`config.mk`:
```
export PLATFORM = sky130hd
export DESIGN_NAME = priority_aging_unit
export DESIGN_NICKNAME = d
export VERILOG_FILES = /design/src/rtl/priority_aging_unit.sv
export SDC_FILE = /design/constraint.sdc
export NUM_CORES = 1
export LEC_CHECK = 0
export BUFFER_PORTS_ARGS = -buffer_cell sky130_fd_sc_hd__buf_2
export CORE_MARGIN = 3
export CORE_UTILIZATION = 49
export DETAILED_ROUTE_END_ITERATION = 16
export HOLD_SLACK_MARGIN = 0.12
export PLACE_DENSITY = 0.76
export SLEW_MARGIN = 20
export SYNTH_ARGS = -nofsm -noshare
export SYNTH_HDL_FRONTEND = slang
export SYNTH_SLANG_ARGS = --single-unit
```
`constraint.sdc`:
```
create_clock -name clk -period 2.05 [get_ports clk]
set_clock_uncertainty 0.2 [all_clocks]
set_input_delay 0.3075 -clock clk [delete_from_list [all_inputs] [get_ports clk]]
set_output_delay 0.3075 -clock clk [all_outputs]
set_load 0.01 [all_outputs]
```
`src/rtl/priority_aging_unit.sv`:
```
// rtl/priority_aging_unit.sv - registered grant holder and aging priority table
// feeding a combinational dynamic-priority arbiter.
module priority_aging_unit #(
    parameter int N          = 4,
    parameter int AGE_PERIOD = 8,
    localparam int W         = $clog2(N)
) (
    input  logic         clk,
    input  logic         rst,
    input  logic [N-1:0] req_in,
    output logic [W-1:0] prt_out [N-1:0],
    input  logic [W-1:0] arb_grant,
    input  logic         arb_valid,
    input  logic         grant_ack,
    output logic [W-1:0] grant_idx,
    output logic         grant_valid
);

    localparam int             AW       = (AGE_PERIOD > 1) ? $clog2(AGE_PERIOD) : 1;
    localparam logic [AW-1:0]  AGE_LAST = AW'(AGE_PERIOD - 1);
    localparam logic [W-1:0]   PRIO_LOW = W'(N - 1);

    typedef enum logic {
        IDLE,
        HOLD
    } state_t;

    state_t        state_q, state_d;
    logic [W-1:0]  grant_idx_q, grant_idx_d;
    logic [W-1:0]  prio_q [N-1:0];
    logic [W-1:0]  prio_d [N-1:0];
    logic [AW-1:0] age_cnt_q, age_cnt_d;
    logic          age_tick;

    assign age_tick = (age_cnt_q == AGE_LAST);

    always_comb begin
        age_cnt_d = age_tick ? '0 : age_cnt_q + AW'(1);
    end

    always_comb begin
        state_d     = state_q;
        grant_idx_d = grant_idx_q;
        prio_d      = prio_q;

        // The held requester is frozen so it cannot climb while already being served.
        for (int i = 0; i < N; i++) begin
            if (age_tick && req_in[i] && (prio_q[i] != '0) &&
                !((state_q == HOLD) && (grant_idx_q == W'(i)))) begin
                prio_d[i] = prio_q[i] - W'(1);
            end
        end

        case (state_q)
            IDLE: begin
                if (arb_valid) begin
                    grant_idx_d = arb_grant;
                    state_d     = HOLD;
                end
            end
            HOLD: begin
                // Demotion is applied after aging so it overrides a same-cycle tick.
                if (grant_ack) begin
                    prio_d[grant_idx_q] = PRIO_LOW;
                    state_d             = IDLE;
                end
            end
            default: begin
                state_d = IDLE;
            end
        endcase
    end

    always_ff @(posedge clk or posedge rst) begin
        if (rst) begin
            state_q     <= IDLE;
            grant_idx_q <= '0;
            age_cnt_q   <= '0;
            for (int i = 0; i < N; i++) begin
                prio_q[i] <= W'(i);
            end
        end else begin
            state_q     <= state_d;
            grant_idx_q <= grant_idx_d;
            age_cnt_q   <= age_cnt_d;
            prio_q      <= prio_d;
        end
    end

    assign prt_out     = prio_q;
    assign grant_idx   = grant_idx_q;
    assign grant_valid = (state_q == HOLD);

endmodule

```
# ---- After elaboration in Yosys (flattened, before gate mapping)
# Cells that the tools add are included.
dict set report word_totals {
  reg_bits 14
  in_bits 10
  output_inout_bits 11
  word_cells 59
}
dict set report op_classes {
  add_sub_neg 5
  order_cmp 2
  n_eq_ne 4
  mux 12
  n_bitwise 2
  reduce_logical 27
}
# cell n
set op_table {}
lappend op_table {{1-bit logical AND} 17}
lappend op_table {{8-bit two-way mux} 2}
lappend op_table {{2-bit two-way mux} 5}
lappend op_table {{8-bit OR} 1}
lappend op_table {{2-bit nonzero test} 4}
lappend op_table {{2-bit by 1-bit subtractor with 2-bit output (second input constant)} 4}
lappend op_table {{2-bit demux with 2-bit select} 1}
lappend op_table {{2-bit equality test (second input constant)} 2}
lappend op_table {{1-bit logical NOT} 4}
lappend op_table {{3-bit by 1-bit adder with 3-bit output (second input constant)} 1}
lappend op_table {{3-bit equality test (second input constant)} 1}
lappend op_table {{2-bit by 3-bit less-than comparator with 1-bit output (second input constant)} 1}
lappend op_table {{3-bit two-way mux} 1}
lappend op_table {{2-bit by 1-bit equality test with 1-bit output (second input constant)} 1}
lappend op_table {{2-bit by 1-bit >= comparator with 1-bit output (second input constant)} 1}
lappend op_table {{2-bit logical NOT} 1}
lappend op_table {{1-bit two-way mux} 2}
lappend op_table {{1-bit case mux with 2 select lines} 1}
lappend op_table {{2-bit AND reduction} 1}
lappend op_table {{1-bit inverter} 1}

# ---- Longest topological paths before layout
dict set report depth {
  ltp_word 8
  ltp_mapped 5
  depth_no_buf 5
}

# ---- Worst setup path before layout
# OpenSTA, ideal clock, no wires.
dict set report synth_path {
  path_kind {reg2reg}
  from {register prio_q, in the netlist prt_out[2]}
  to {register prio_q, in the netlist prt_out[2]}
  setup_ns 0.075
  arrival_time_ns 1.307
  t_required_ns 1.775
  path_slack_ns 0.468
  stages_incl_launch_ff 5
  n_path_buf 0
  period_less_slack_ns 1.582
  cell_sequence {dfstp_2 inv_1 ha_1 a311oi_2 mux2i_1}
}
# item line_no
set synth_lines {}
lappend synth_lines {{start: declaration} 30} ;# logic [W-1:0] prio_q [N-1:0];
lappend synth_lines {{start signal: indexed assignment} 80} ;# prio_q[i] <= W'(i);
lappend synth_lines {{start signal: assignment} 86} ;# prio_q <= prio_d;

==> impl_results.md <==
* Synth Area in Compound Gates at 8.31%
* Synthesized instance count at 69
* Max Freq at 565 MHz
* Worst vdd ir at 0.743 mV
* Clk pin slew, worst setup/hold paths at 90 ps
* Synth top area cells: dfrtp_1, dfstp_2, mux2i_1
* Register area share after synthesis at 47.2%
* Number of synthesized flops with an enable pin at 0
* Relative slew slack at 64.8%
* Clock tree buffer depth at 2
* Mux cell area share after synthesis at 10.6%
* Slew Limit Fails at 0
* Core area at 0.00137 sq mm
* Layout cells sized above 1 at 37.9%
* Netlist cell types at 18
* Setup TNS at 0 ps
* Worst Path Buf+Inv at 0
* Synth Area in XOR/XNOR at 0%
* Clock power share at 16.7%
* M1 wire length at 695 um
* CP Class: reg -> reg
* DR vias/cell at 5.20
* # rows at 13
* Largest net degree at the start of global routing at 15
* Worst-Margin Slew at 527 ps
* Top sig layer: met4
* Post-Place Cells at 103
* Synth area leader: dfrtp_1
* Gpl congestion at 0.689
* Pre-Repair DR Iteration Count at 3
* Pwr dens at 1090 mW/mm^2
* Setup Viol. Count Final at 0
* Pwr Total at 0.00100 W
* Die Ht at 45.2 um
* Yosys reg bits at 14
* Detailed Route WL at 1500 um
* RSZ-0062 raised after global routing: no
* Post-synth top cells: dfrtp_1, inv_1, nor2_1
* Fin crit share at 86.3%
* End-of-flow core utilization at 67.1%
* Min cycle time layout at 1770 ps
* CTS tree: built
* Synth Area per Inst at 10.9 sq um
* DRC Markers at 0
* CP max stage cell: dfrtp_1
* Startpoint class of the critical path: flop
* Clock latency on the worst-skew pair at 290 ps
* Yosys top cell area share at 33.2%
* Synth Area in Simple Gates at 16.4%
* I/O pin cnt at 21
* Wire per inst at 13.6 um
* Critical path, cell by cell: ha_1 > ha_1 > nand2_1 > a311oi_2 > mux2i_1
* YS warnings at 0
* P_leak at 0.478 nW
* Die ar. at 0.00204 sq mm
* Area Overhead vs Synth at 21.8%
* Critical path arrival at 1780 ps
* Ant. Diodes at 0
* Synthesized area at 753 sq um
* HPWL Detailed at 1090 um
* Largest family of logic cells by synthesized area: simple AND/OR/NAND/NOR gates
* Inserted Clock Buffers at 3
* NetSw at 0.000369 W
* Sw frac at 36.9%
* Total clock sinks at 14
* Crit Path Max Fanout at 6
* Via count at 572
* HP Class: in -> reg
* Root Driver: clkbuf_4
* Finished Layout Cells at 110
* Logic pwr share at 35.6%
* Status: complete, no violations
* Routed met2 length at 684 um
* First-iteration detailed-routing DRC count at 10
* Part of the power in registers at 47.7%
* Initial Util at 55.1%
* Dominant synthesized flop cell: dfrtp_1
* Vias in the first global route at 564
* H-Tree Depth at 1
* Syn_nets at 85
* Final hold slack at 138 ps
* PortBufs at 20
* Final Hold Fails at 0
* Internal at 0.000631 W
* Post-route ant nets at 0
* Asr flop ratio synth at 100%
* Adder-cell share of the synthesized area at 9.97%
* First-pass GRT wire length at 2580 um
* Antenna violations before repair at 0
* Crit path capture type: flop
* Worst path top cell family by delay: adder cells
* Data required time of the worst path at 2060 ps
* Die Wd at 45.2 um
* Total Routing Usage GR at 19.1%
* Gr ovfl total at 0
* CTS resizes at 0
* Nets at 112
* Max cap viols at 0
* Most frequent CP cell: ha_1
* Max stage delay on crit path at 360 ps
* DR WL met3 at 75 um
==> cell usage in the layout, fill, tap and decap left out, drive strengths merged <==
cell         count
buf             20
inv             12
dfrtp           10
nor2             9
mux2i            8
ha               6
nand2            5
dfstp            4
clkbuf           4
a311oi           3
dlygate4sd3      3
nor2b            2
and4b            2
o21ai            2
and4bb           1
and4             1
nand3            1
nand4b           1
a21o             1
==> stage by stage <==
step	setup WS, ps	cell area [sq um]
3_5_place_dp	287	861
6_report	281	917
3_3_place_gp	439	861
4_1_cts	265	917
2_1_floorplan	468	753
5_1_grt	166	917
==> final timing paths <==
check                                            start                      to  slack, ps  cells past startpoint
worst max register to register  age_cnt_q[0]$_DFF_PP0_    prt_out[5]$_DFF_PP1_        280                      5
worst min register to register  age_cnt_q[0]$_DFF_PP0_  age_cnt_q[0]$_DFF_PP0_        240                      1
min in group asynchronous                          rst    prt_out[1]$_DFF_PP0_        410                      3
max in group asynchronous                          rst    prt_out[2]$_DFF_PP1_        860                      3
worst min-delay path                         grant_ack   grant_valid$_DFF_PP0_        140                      3
worst max-delay path            age_cnt_q[0]$_DFF_PP0_    prt_out[5]$_DFF_PP1_        280                      5
==> per-layer routing <==
metal  up-vias  global-route usage [%]
met5         -                       0
met2        19                    28.8
met1       262                    23.0
met4         0                    15.8
met3         4                    3.98
li1        287                       -
==> cell families after synthesis <==
kind of cell               Yosys count
buffers and inverters               13
AOI/OAI and AO/OA                    6
muxes                                8
adders and majority gates            6
and+or+nand+nor                     22
DFF                                 14
==> tightest hold or removal path: cells and delay by family <==
kind	cells	cell delay (ps)
buf+inv	2	180
compound gates	1	100
==> power by group through the flow <==
stage | Combinational (W) | Clock (W) | Sequential, W
floorplan | 0.000187 | 0 | 0.000508
global placement | 0.000339 | 0 | 0.000478
detailed placement | 0.000358 | 0 | 0.000483
CTS | 0.000363 | 0.000173 | 0.000478
global route | 0.000419 | 0.000187 | 0.000496
finish | 0.000356 | 0.000167 | 0.000478
==> timing repair <==
item,CTS,global route
endpoints found under the setup margin,0,0
hold buffers,3,0
setup buffers,0,0
hold endpoints to repair,12,0
==> area by class of cell <==
cell class / instances / area [sq um]
fillers: 114 / 449
flip-flops and latches: 14 / 355
multi-input cells: 42 / 342
repair buffers: 23 / 130
inverters: 12 / 45.0
clock buffers: 4 / 26.3
well taps: 15 / 18.8
==> registers in the layout, summed over array words and instances (netlist names) <==
signal	cells
grant_idx	2
grant_valid	1
prt_out	8
age_cnt_q	3
Note: power is estimated with default switching activity, not from simulation.
